<file path="src/rtl/riscv_mem_pkg.sv">
// Shared types and constants for the fetch/data memory arbiter.
package riscv_mem_pkg;

  localparam int WORD_W        = 32;
  localparam int DEPTH_DEFAULT = 16;

  // Which port owns the response that returns in the following cycle.
  typedef enum logic [1:0] {
    RSP_NONE = 2'd0,
    RSP_IF   = 2'd1,
    RSP_D    = 2'd2
  } rsp_state_e;

endpackage

</file>
<file path="src/rtl/mem_grant_sel.sv">
// Fetch/data grant selection. The data port wins a conflict unless it has
// already taken MAX_DSTREAK grants in a row while fetch was waiting.
module mem_grant_sel #(
  parameter int MAX_DSTREAK = 2
) (
  input  logic clk,
  input  logic rst_n,
  input  logic if_valid_i,
  input  logic d_valid_i,
  output logic if_grant_o,
  output logic d_grant_o
);

  localparam int SW = (MAX_DSTREAK < 1) ? 1 : $clog2(MAX_DSTREAK + 1);

  logic [SW-1:0] streak_q, streak_d;
  logic          streak_full;

  assign streak_full = (streak_q == SW'(MAX_DSTREAK));

  // Grant decision: data by default, fetch once the streak limit is reached.
  always_comb begin
    d_grant_o  = d_valid_i && !(if_valid_i && streak_full);
    if_grant_o = if_valid_i && !d_grant_o;
  end

  // Streak counts data grants only while fetch is waiting.
  always_comb begin
    streak_d = streak_q;
    if (!if_valid_i || if_grant_o) begin
      streak_d = '0;
    end else if (d_grant_o) begin
      streak_d = streak_q + 1'b1;
    end
  end

  // Streak counter register.
  always_ff @(posedge clk or negedge rst_n) begin
    if (!rst_n) begin
      streak_q <= '0;
    end else begin
      streak_q <= streak_d;
    end
  end

endmodule

</file>
<file path="src/rtl/mem_arbiter.sv">
// Two-port (fetch + data) arbiter onto a single-ported word memory with
// one-cycle read latency. Responses return exactly one cycle after issue.
module mem_arbiter
  import riscv_mem_pkg::*;
#(
  parameter int DEPTH       = DEPTH_DEFAULT,
  parameter int MAX_DSTREAK = 2
) (
  input  logic              clk,
  input  logic              rst_n,
  input  logic              if_req_valid,
  input  logic [WORD_W-1:0] if_req_addr,
  output logic              if_req_ready,
  output logic              if_rsp_valid,
  output logic [WORD_W-1:0] if_rsp_data,
  output logic              if_rsp_err,
  input  logic              d_req_valid,
  input  logic              d_req_we,
  input  logic [WORD_W-1:0] d_req_addr,
  input  logic [WORD_W-1:0] d_req_wdata,
  output logic              d_req_ready,
  output logic              d_rsp_valid,
  output logic [WORD_W-1:0] d_rsp_data,
  output logic              d_rsp_err,
  output logic [WORD_W-1:0] mem_addr,
  output logic              mem_rd,
  output logic              mem_wr,
  output logic [WORD_W-1:0] mem_wdata,
  input  logic [WORD_W-1:0] mem_rdata
);

  // Requests are masked while in reset so ready and strobes stay low.
  logic if_v, d_v, if_gnt, d_gnt;

  assign if_v = rst_n & if_req_valid;
  assign d_v  = rst_n & d_req_valid;

  mem_grant_sel #(
    .MAX_DSTREAK (MAX_DSTREAK)
  ) u_grant_sel (
    .clk        (clk),
    .rst_n      (rst_n),
    .if_valid_i (if_v),
    .d_valid_i  (d_v),
    .if_grant_o (if_gnt),
    .d_grant_o  (d_gnt)
  );

  logic              issue, iss_we, iss_in_range;
  logic [WORD_W-1:0] iss_addr;

  rsp_state_e rsp_q, rsp_d;
  logic       err_q, err_d;
  logic       rd_q, rd_d;

  // Mux the granted request onto the issue path.
  always_comb begin
    issue        = if_gnt | d_gnt;
    iss_we       = d_gnt & d_req_we;
    iss_addr     = if_gnt ? if_req_addr : (d_gnt ? d_req_addr : '0);
    iss_in_range = (iss_addr < WORD_W'(DEPTH));
  end

  // Response state register; a pending response is dropped by reset.
  always_ff @(posedge clk or negedge rst_n) begin
    if (!rst_n) begin
      rsp_q <= RSP_NONE;
      err_q <= 1'b0;
      rd_q  <= 1'b0;
    end else begin
      rsp_q <= rsp_d;
      err_q <= err_d;
      rd_q  <= rd_d;
    end
  end

  // Next response owner is taken from this cycle's issue.
  always_comb begin
    rsp_d = RSP_NONE;
    if (if_gnt) begin
      rsp_d = RSP_IF;
    end else if (d_gnt) begin
      rsp_d = RSP_D;
    end
    err_d = issue & ~iss_in_range;
    rd_d  = issue & iss_in_range & ~iss_we;
  end

  // Outputs: ready, memory strobes and routed responses.
  always_comb begin
    if_req_ready = if_gnt;
    d_req_ready  = d_gnt;
    mem_addr     = iss_addr;
    mem_rd       = issue & iss_in_range & ~iss_we;
    mem_wr       = issue & iss_in_range & iss_we;
    mem_wdata    = mem_wr ? d_req_wdata : '0;
    if_rsp_valid = (rsp_q == RSP_IF);
    d_rsp_valid  = (rsp_q == RSP_D);
    if_rsp_err   = if_rsp_valid & err_q;
    d_rsp_err    = d_rsp_valid & err_q;
    if_rsp_data  = (if_rsp_valid && rd_q) ? mem_rdata : '0;
    d_rsp_data   = (d_rsp_valid && rd_q) ? mem_rdata : '0;
  end

endmodule

</file>
<file path="config.mk">
export PLATFORM = sky130hd
export DESIGN_NAME = mem_arbiter
export DESIGN_NICKNAME = d
export VERILOG_FILES = /design/src/rtl/riscv_mem_pkg.sv /design/src/rtl/mem_grant_sel.sv /design/src/rtl/mem_arbiter.sv
export SDC_FILE = /design/constraint.sdc
export NUM_CORES = 1
export LEC_CHECK = 0
export BUFFER_PORTS_ARGS = -buffer_cell sky130_fd_sc_hd__buf_2
export CAP_MARGIN = 30
export CORE_AREA = 5 5 100 102
export CTS_CLUSTER_SIZE = 12
export DETAILED_ROUTE_END_ITERATION = 7
export DIE_AREA = 0 0 105 107
export PLACE_DENSITY = 0.69
export SYNTH_ARGS = -nofsm -noshare
export SYNTH_HDL_FRONTEND = slang
export SYNTH_SLANG_ARGS = --single-unit
</file>
<file path="constraint.sdc">
create_clock -name clk -period 4.7 [get_ports clk]
set_clock_uncertainty 0.15 [all_clocks]
set_input_delay 0.235 -clock clk [delete_from_list [all_inputs] [get_ports clk]]
set_output_delay 0.235 -clock clk [all_outputs]
set_load 0.05 [all_outputs]
</file>
==> results by group, run 1 <==
Outcome
  – Outcome: finished, final reports clean

Logic synthesis
  – Synth Cell Area: 1970 µm²
  – Most numerous cell in the Yosys netlist: and3_1
  – Synth Register Bits: 6
  – Register area share after synthesis: 7.63%
  – Area share of the largest cell type after synthesis: 22.3%
  – Synth area leaders: nor4_2 (22%), and3_1 (21%), nand2_1 (9.7%)
  – Synthesized netlist net count: 423
  – Main flop type after synthesis: dfrtp_1
  – Netlist cell types: 28
  – Synthesis Warnings: 0
  – Synth area leader: nor4_2
  – Synth async-reset ratio: 100%
  – Syn_area_per_cell: 6.81 µm²
  – Synth Instances: 289
  – Top cells by count, synth: and3_1 (65), nand2_1 (51), nor4_2 (35)
  – Post-synth EDFFs: 0

STA
  – Final Cycle Share: 79.6%
  – Slew margin rel.: 39.1%
  – TNS Setup: 0 ns
  – Max-slew violation count: 0
  – Crit path time final: 3.74 ns
  – Endpoints failing setup: 0
  – Fmax: 267 MHz
  – Fin. Hold Viols: 0
  – Slew at the pin closest to its max-slew limit: 0.914 ns
  – RSZ-0062 raised after global routing: no
  – Final hold slack: 0.146 ns

Clock network
  – CTS tree: done
  – Post-CTS Resized: 0
  – Clock Latency Late Sink: 0.22 ns
  – H-tree Lvls: 1
  – CTS Sinks: 6
  – Total CTS buffers: 3
  – Clock buffer depth: 2
  – Root Driver: clkbuf_8
  – Clock slew at reported path FFs: 0.04 ns

Worst setup path
  – Critical Path Fanout Max: 35
  – Crit end category: output port
  – Reg2reg setup slack: 1.59 ns
  – WS Path Type: flop to output port
  – Nature of the critical path startpoint: flop
  – Critical path data required time: 4.32 ns
  – CP arrival: 3.36 ns

Floorplan
  – Die H: 107 µm
  – Core box area: 9020 µm²
  – Die Footprint: 11,200 µm²
  – Starting Density: 21.8%
  – Chip width: 105 µm
  – Rows: 35
  – Number of I/O pins: 269

Pwr
  – Power density over the cells: 120 nW/µm²
  – Clock Power Share: 18.7%
  – Net Sw Power: 213 µW
  – Switching Share: 52.1%
  – Sequential share of power: 13.2%
  – Comb pwr share: 68.1%
  – VDD IR max: 0.000115 V
  – Internal Power: 196 µW
  – P_leak: 2.09 nW

Routing
  – Routed WL per cell: 15.2 µm
  – WL final: 9750 µm
  – Antenna-violating nets left: 0
  – Initial DRT Pass Iterations: 4
  – Drt drc: 0
  – Via/cell ratio: 4.91
  – Vias: 3,150
  – Iter 0 DRT Violations: 183

Flow run
  – Max Cap Violations: 0

GRT
  – Total gr overflow: 0
  – Antenna violations before repair: 1
  – First-pass GRT wire length: 14,700 µm
  – Largest net degree at the start of global routing: 52
  – Vias in the first global route: 3,067
  – Gr usage total: 15.5%

Placed design
  – IO Port Bufs: 268
  – Post-detail-place hpwl: 8130 µm
  – Gpl congestion: 0.860

Final layout
  – Share of cells above drive strength 1: 61.1%
  – Area delta synth->final: 73.7%
  – Final nets: 666

Worst hold path
  – Hold Path Class: primary input to flop
critical path: stages (launching register included):
cell and delay, ns:
dfrtp_1 0.37, inv_1 0.06, ha_1 0.16, a21bo_1 0.42
o22ai_1 0.17, or4_2 1.12, nor4_1 0.38, buf_4 0.17
buf_2 0.25
power by group through the flow:
stage	sequential (mW)	clock (mW)	combinational (mW)
final	0.0539	0.0767	0.279
after global routing	0.0541	0.0848	0.301
after CTS	0.0539	0.0816	0.279
after detailed placement	0.0546	0	0.277
after global placement	0.0547	0	0.267
after floorplan	0.0543	0	0.185
stage by stage:
stage	instances	utilization (%)	power, mW	setup slack [ns]	instance area (µm²)
floorplan	289	-	0.239	0.606	1970
global placement	634	36.4	0.322	1.29	3280
detailed placement	636	37.0	0.331	1.19	3330
CTS	640	37.5	0.414	0.793	3390
global route	641	37.8	0.440	0.745	3410
finish	642	37.9	0.410	0.957	3420
path summary, 6_finish.rpt:
kind / from / cells after the start / to
worst min-delay path: if_req_valid / 3 / u_grant_sel.streak_q[1]
worst max register to register: u_grant_sel.streak_q[0] / 6 / err_q
worst min register to register: u_grant_sel.streak_q[0] / 1 / u_grant_sel.streak_q[0]
worst max-delay path: u_grant_sel.streak_q[0] / 8 / mem_rd
min in group asynchronous: rst_n / 2 / u_grant_sel.streak_q[1]
max in group asynchronous: rst_n / 2 / err_q
layout by cell type (no fill, tap or decap), types with 5 or more instances in the layout:
cell / n
nor4_2: 35
a22o_1: 8
nand3_1: 32
nor4_1: 5
buf_2: 268
dfrtp_1: 6
o22ai_1: 23
and3_1: 65
nand2_1: 51
buf_4: 8
flip-flops by register name, summed over array words and instances (netlist names):
name and count:
rd_q 1, rsp_q 2, err_q 1, u_grant_sel.streak_q 2
logic make-up (layout without fill, tap and decap cells):
| logic type | Yosys count | count (layout) | synth area share, % |
|---|---|---|---|
| DFF | 6 | 6 | 7.63 |
| and+or+nand+nor | 205 | 205 | 67.6 |
| other | 0 | 1 | 0 |
| buffers and inverters | 44 | 285 | 12.2 |
| adders and majority gates | 1 | 1 | 0.636 |
| AOI/OAI and AO/OA | 33 | 33 | 12.0 |
cell type report:
class | count | area (µm²)
inverters | 2 | 7.51
diodes | 1 | 2.50
multi-input cells | 239 | 1580
well taps | 111 | 139
clock buffers | 3 | 41.3
flip-flops and latches | 6 | 150
fillers | 966 | 5610
repair buffers | 280 | 1490
routing by layer:
layer | vias up | global-route usage (%) | routed length [µm]
li1 | 1560 | - | -
met5 | - | 0 | 7
met1 | 1401 | 16.7 | 3520
met4 | 2 | 2.83 | 89
met3 | 10 | 4.94 | 1050
met2 | 177 | 29.5 | 5080
timing repair:
action / in CTS / in global routing
setup buffers: 0 / 0
hold buffers: 1 / 0
endpoints found under the hold margin: 6 / 0
No activity file was read; power rests on OpenSTA's default activity.
==> inputs of run 2 (changes only) <==
- ABC_AREA: not set -> 1
- CORE_AREA: 5 5 100 102 -> 5 5 101 103
- DIE_AREA: 0 0 105 107 -> 0 0 106 108
- PLACE_DENSITY: 0.69 -> 0.65
- clock period: 4.7 -> 3.1 ns (I/O delays scaled with it)
==> results by group, run 2 <==
Outcome
  – Outcome: finished, final reports clean

Final layout
  – Antenna Cells: 0 (-1)
  – Area delta synth->final: 109%
  – Commonest non-fill, non-tap cell in the layout: buf_2
  – Top Registers: rsp_q x2, u_grant_sel.streak_q x2
  – Most frequent cells in the layout: buf_2 (235), nor2_1 (90), inv_1 (80), nand2_1 (68), nor2_2 (30)
  – Final nets: 731 (+9.8%)
  – Share of cells above drive strength 1: 52.6% (-8.5 points)

Worst setup path
  – CP arrival: 2.56 ns (-0.80 ns)
  – Reg2Reg Depth: 13 (+7)
  – Critical path data required time: 2.79 ns (-1.53 ns)
  – Crit path launch: u_grant_sel.streak_q[0]
  – R2R Path Start: u_grant_sel.streak_q[0]
  – Critical Path Fanout Max: 33 (-5.7%)
  – Reg2reg setup slack: 0.87 ns (-0.72 ns)
  – Critical Path End: mem_wdata[26]
  – WS Path Type: flop to output port
  – FF-to-FF End: rd_q
  – Crit end category: output port
  – Nature of the critical path startpoint: flop

Logic synthesis
  – Simple logic cell fraction of the synthesized area: 59.3% (-8.3 points)
  – Synth Area in XOR/XNOR: 0% (unchanged)
  – Synth Cell Area: 1550 µm² (-21%)
  – Netlist cell types: 17 (-39%)
  – Most numerous cell in the Yosys netlist: nor2_1
  – Synthesis Warnings: 0 (unchanged)
  – Synth async-reset ratio: 100% (unchanged)
  – Synth area leader: nor2_1
  – Compound-Gate Fraction of Synth Area: 3.55% (-8.5 points)
  – Post-synth EDFFs: 0 (unchanged)
  – Register area share after synthesis: 9.68% (+2.0 points)
  – Synthesized netlist net count: 468 (+11%)
  – Synth area leaders: nor2_1 (25%), inv_1 (19%), nand2_1 (16%)
  – Share of synthesized area spent on multiplexers: 0% (unchanged)
  – Area share of fa/ha/maj cells after synthesis: 0.806% (+0.17 points)
  – Synth Instances: 334 (+16%)
  – Synth Register Bits: 6 (unchanged)
  – Area share of the largest cell type after synthesis: 25.4% (+3.1 points)
  – Main flop type after synthesis: dfrtp_1
  – Main combinational cell family by area after synthesis: simple AND/OR/NAND/NOR gates
  – Syn_area_per_cell: 4.65 µm² (-32%)
  – Top cells by count, synth: nor2_1 (105), inv_1 (80), nand2_1 (68)

GRT
  – Gr usage total: 13.3% (-2.2 points)
  – Largest net degree at the start of global routing: 34 (-35%)
  – Vias in the first global route: 2,714 (-12%)
  – Antenna violations before repair: 0 (-1)
  – First-pass GRT wire length: 12,600 µm (-14%)
  – Total gr overflow: 0 (unchanged)

Pwr
  – Comb pwr share: 64.0% (-4.1 points)
  – VDD IR max: 0.000119 V (+3.9%)
  – Sequential share of power: 15.0% (+1.8 points)
  – Power density over the cells: 168 nW/µm² (+40%)
  – P_leak: 2.38 nW (+14%)
  – Internal Power: 279 µW (+42%)
  – Post-layout power: 546 µW (+33%)
  – Clock Power Share: 21.0% (+2.3 points)
  – Switching Share: 48.9% (-3.2 points)
  – Net Sw Power: 267 µW (+25%)

Floorplan
  – Core box area: 9110 µm² (+0.97%)
  – Starting Density: 17.0% (-4.8 points)
  – Die Footprint: 11,400 µm² (+1.9%)
  – Number of I/O pins: 269 (unchanged)
  – Die H: 108 µm (+0.93%)
  – Rows: 35 (unchanged)
  – Chip width: 106 µm (+0.95%)

STA
  – Max-slew violation count: 0 (unchanged)
  – Final Cycle Share: 92.5%
  – Slew at the pin closest to its max-slew limit: 0.411 ns (-0.503 ns)
  – Slew margin rel.: 72.5% (+33 points)
  – Fmax: 349 MHz
  – Endpoints failing setup: 0 (unchanged)
  – Crit path time final: 2.87 ns
  – TNS Setup: 0 ns (unchanged)
  – Fin. Hold Viols: 0 (unchanged)

Routing
  – Vias: 2,829 (-10%)
  – Drt drc: 0 (unchanged)
  – WL final: 8850 µm (-9.3%)
  – Iter 0 DRT Violations: 81 (-56%)
  – Initial DRT Pass Iterations: 4 (unchanged)
  – Via/cell ratio: 4.01 (-18%)
  – Routed WL per cell: 12.5 µm (-17%)
  – Antenna-violating nets left: 0 (unchanged)

Clock network
  – H-tree Lvls: 1 (unchanged)
  – Root Driver: clkbuf_8
  – Clock buffer depth: 2 (unchanged)
  – CTS tree: done
  – Clock Latency Late Sink: 0.22 ns (about the same)
  – CTS Sinks: 6 (unchanged)
  – Clock slew at reported path FFs: 0.04 ns (about the same)
  – # Post-CTS Setup Buffers: 0 (unchanged)
  – Total CTS buffers: 3 (unchanged)

Flow run
  – Max Cap Violations: 0 (unchanged)

Placed design
  – IO Port Bufs: 268 (unchanged)
  – Post-detail-place hpwl: 7780 µm (-4.3%)
  – Gpl congestion: 0.804 (-6.4%)

Worst hold path
  – Hold Path Class: primary input to flop
[run 2: cell types whose count changed in the layout (fill, tap and decap cells not counted), moves of 28 or more]
| cell | before | now |
|---|---|---|
| nor2_2 | 2 | 30 |
| nor4_2 | 35 | 0 |
| inv_1 | 2 | 80 |
| buf_2 | 268 | 235 |
| and3_1 | 65 | 0 |
| nor2_1 | 4 | 90 |
[run 2: cells by family after synthesis]
family | after synthesis
AOI/OAI and AO/OA | 8
adders and majority gates | 1
buffers and inverters | 99
DFF | 6
and+or+nand+nor | 220
[run 2: power groups by stage]
stage               Clock, mW  Combinational, mW  Sequential (mW)
floorplan                   0              0.212           0.0825
global placement            0              0.348           0.0827
detailed placement          0              0.347           0.0828
CTS                     0.119              0.349           0.0818
global route            0.124              0.381           0.0820
finish                  0.115              0.349           0.0818
[run 2: final cells by class]
cell class	count	area, µm²
Fill cell	1039	5860
Clock buffer	3	41.3
Timing Repair Buffer	275	1570
Tap cell	111	139
Sequential cell	6	150
Multi-Input combinational cell	229	1030
Inverter	82	308
[run 2: stage by stage]
step	setup slack [ns]	utilization, %	area [µm²]	hold WS (ns)	instances
final	0.233	35.6	3250	0.0817	706
after global routing	-0.0195	35.6	3250	0.0955	706
after CTS	0.0121	33.7	3070	0.0756	706
after detailed placement	0.255	33.1	3020	-0.148	702
after global placement	0.318	32.8	2990	-0.149	701
after floorplan	-0.147	-	1560	-0.291	334
[run 2: repair_timing]
item                       in CTS  in global routing
setup endpoints to repair       0                 33
hold endpoints to repair        6                  0
gates resized for setup         0                 88
hold buffers                    1                  0
[run 2: routing by layer]
| layer | wire, µm | GRT usage (%) | part of all wire (%) | up-vias |
|---|---|---|---|---|
| met5 | 0 | 0 | 0 | - |
| met4 | 84 | 2.22 | 0.95 | 0 |
| met3 | 1020 | 4.48 | 12 | 8 |
| met2 | 4770 | 27.7 | 54 | 176 |
| met1 | 2970 | 12.6 | 34 | 1178 |
| li1 | - | - | - | 1467 |
[run 2: worst min path at each step]
stage	from	endpoint	cells past startpoint
2_1_floorplan	rst_n	err_q	0
3_3_place_gp	rst_n	rd_q	1
3_5_place_dp	rst_n	rd_q	1
4_1_cts	d_req_valid	rsp_q[1]	3
5_1_grt	d_req_valid	rsp_q[1]	3
6_report	d_req_valid	rsp_q[1]	3
[run 2: critical path, stage by stage, from the launching register on]
cell     delay (ns)
dfrtp_1        0.34
inv_1          0.05
ha_1           0.18
nand2_1        0.12
inv_1          0.08
nor2_2         0.12
nor2_1         0.13
a21oi_1        0.26
nand2_1        0.08
nor2_1         0.09
nand2_1        0.09
nor2_4         0.15
nand3_4        0.08
buf_12         0.19
nor2_1         0.14
buf_4          0.22
==> inputs of run 3 (changes only) <==
- PLACE_DENSITY: 0.65 -> 0.62
==> results by group, run 3 (synthesis results as in run 2) <==
Pwr
  – Clock Power Share: 21.0% (about the same)
  – Comb pwr share: 64.0% (about the same)
  – P_leak: 2.37 nW (-0.53%)
  – Sequential share of power: 15.0% (about the same)
  – Post-layout power: 547 µW (+0.21%)
  – VDD IR max: 0.000105 V (-12%)
  – Power density over the cells: 173 nW/µm² (+2.9%)
  – Net Sw Power: 267 µW (+0.12%)
  – Internal Power: 280 µW (+0.30%)
  – Switching Share: 48.8% (about the same)

Routing
  – Vias: 2,787 (-1.5%)
  – Antenna-violating nets left: 0 (unchanged)
  – WL final: 8820 µm (-0.32%)
  – Drt drc: 0 (unchanged)
  – Via/cell ratio: 3.95 (-1.5%)
  – Routed WL per cell: 12.5 µm (-0.32%)
  – Iter 0 DRT Violations: 95 (+17%)
  – Initial DRT Pass Iterations: 4 (unchanged)

Worst hold path
  – Hold Path Class: primary input to flop
  – Hold path startpoint: d_req_valid
  – Endpoint, Worst Hold: rsp_q[1]
  – Hold Crit Depth: 3 (unchanged)

Final layout
  – Most frequent cells in the layout: buf_2 (243), nor2_1 (101), inv_1 (80), nand2_1 (68), nand3_1 (24)
  – Area occupied by multi-input gates: 1010 µm² (-1.9%)
  – Sequential cell area: 150 µm² (unchanged)
  – Final nets: 731 (unchanged)
  – Top Registers: rsp_q x2, u_grant_sel.streak_q x2
  – Fin util: 34.7% (-0.93 points)
  – Commonest non-fill, non-tap cell in the layout: buf_2
  – Final cell count without fillers: 706 (unchanged)
  – Area delta synth->final: 104%
  – Antenna Cells: 0 (unchanged)
  – Number of fill cells in the layout: 1,051 (+1.2%)
  – Share of cells above drive strength 1: 51.1% (-1.5 points)

GRT
  – Total gr overflow: 0 (unchanged)
  – Largest net degree at the start of global routing: 34 (unchanged)
  – First-pass GRT wire length: 12,800 µm (+1.8%)
  – Vias in the first global route: 2,813 (+3.6%)
  – Gr usage total: 13.6% (+0.30 points)
  – Antenna violations before repair: 0 (unchanged)

STA
  – Fmax: 348 MHz (-0.17%)
  – Crit path time final: 2.87 ns (+0.00490 ns)
  – Slew at the pin closest to its max-slew limit: 0.729 ns (+0.318 ns)
  – Slew margin rel.: 51.3% (-21 points)
  – Final hold slack: 0.0907 ns (+0.00904 ns)
  – Final worst-path setup slack: 0.228 ns (-0.00490 ns)
  – Fin. Hold Viols: 0 (unchanged)
  – Max-slew violation count: 0 (unchanged)
  – Endpoints failing setup: 0 (unchanged)
  – Final Cycle Share: 92.6% (+0.16 points)

Worst setup path
  – Reg2Reg Depth: 15 (+2)
  – Critical Path Fanout Max: 33 (unchanged)
  – R2R Path Start: u_grant_sel.streak_q[0]
  – WS Path Type: flop to output port
  – Critical path data required time: 2.79 ns (about the same)
  – Crit end category: output port
  – Reg2reg setup slack: 0.92 ns (+0.05 ns)
  – Nature of the critical path startpoint: flop
  – CP arrival: 2.57 ns (about the same)
  – FF-to-FF End: rd_q

Clock network
  – Root Driver: clkbuf_8
  – Clock buffer depth: 2 (unchanged)
  – Total CTS buffers: 3 (unchanged)
  – Clock Latency Late Sink: 0.22 ns (about the same)
  – CTS Sinks: 6 (unchanged)
  – H-tree Lvls: 1 (unchanged)
  – CTS tree: done
  – Clock slew at reported path FFs: 0.04 ns (about the same)

Placed design
  – Post-detail-place hpwl: 7840 µm (+0.78%)
  – Placed insts: 702 (unchanged)
  – IO Port Bufs: 268 (unchanged)
  – Setup WS pre-CTS: 0.262 ns (+0.00747 ns)
  – Gpl congestion: 0.721 (-10%)

Floorplan
  – Chip width: 106 µm (unchanged)
  – Core box area: 9110 µm² (unchanged)
  – Die Footprint: 11,400 µm² (unchanged)
  – Number of I/O pins: 269 (unchanged)
  – Die H: 108 µm (unchanged)
  – Starting Density: 17.0% (unchanged)
  – Rows: 35 (unchanged)

Outcome
  – Outcome: finished, final reports clean

Flow run
  – Max Cap Violations: 0 (unchanged)
[run 3: cell types whose count changed in the layout (fill, tap and decap cells not counted), sizes merged]
cell    change
clkbuf     +12
buf        -12
[run 3: final cells by class]
class	count	area share, %
Timing Repair Buffer	275	47.7
Tap cell	111	4.39
Multi-Input combinational cell	229	32.1
Clock buffer	3	1.31
Inverter	82	9.74
Sequential cell	6	4.75
[run 3: critical path, stage by stage (launching register included)]
cell      delay (ns)
dfrtp_1         0.37
inv_1           0.06
ha_1            0.13
nand2_1         0.10
nand2_4         0.25
nand2_1         0.11
o21ai_0         0.34
inv_1           0.08
nand2_1         0.06
nor2_1          0.04
nand2_1         0.09
nor2_4          0.06
nand3_4         0.05
buf_6           0.28
nor2_1          0.08
clkbuf_4        0.22
[run 3: power by group through the flow]
stage	clock, mW	combinational [mW]	sequential [mW]
2_1_floorplan	0	0.212	0.0825
3_3_place_gp	0	0.350	0.0828
3_5_place_dp	0	0.350	0.0828
4_1_cts	0.118	0.352	0.0819
5_1_grt	0.125	0.385	0.0821
6_report	0.115	0.350	0.0819
[run 3: through the flow]
step                setup TNS, ns  instance area, µm²
floorplan                   -1.77                1560
global placement                0                3000
detailed placement              0                3030
CTS                             0                3080
global route              -0.0785                3160
finish                          0                3160
[run 3: how the worst max path moves through the flow]
stage                     depth (start not counted)            end                     from  slack [ns]
after global routing                             17  mem_wdata[13]  u_grant_sel.streak_q[0]       -0.02
after global placement                           15  mem_wdata[26]  u_grant_sel.streak_q[0]        0.28
after detailed placement                         15  mem_wdata[17]  u_grant_sel.streak_q[0]        0.26
final                                            15   mem_wdata[1]  u_grant_sel.streak_q[0]        0.23
after CTS                                        15  mem_wdata[17]  u_grant_sel.streak_q[0]        0.01
after floorplan                                  16  mem_wdata[12]  u_grant_sel.streak_q[0]       -0.15
[run 3: what timing repair did]
| item | 4_1_cts | 5_1_grt |
|---|---|---|
| endpoints found under the setup margin | 0 | 33 |
| hold endpoints to repair | 6 | 0 |
| hold buffers | 1 | 0 |
| buffers inserted | 0 | 0 |
| gates resized for setup | 0 | 37 |
[run 3: metal layers]
layer / wire, µm / part of all wire [%] / up-vias / track usage [%]
met5: 0 / 0 / - / 0
met4: 19 / 0.22 / 0 / 1.39
met3: 1020 / 12 / 2 / 4.48
met2: 4720 / 54 / 161 / 27.7
met1: 3060 / 35 / 1145 / 13.8
li1: - / - / 1479 / -
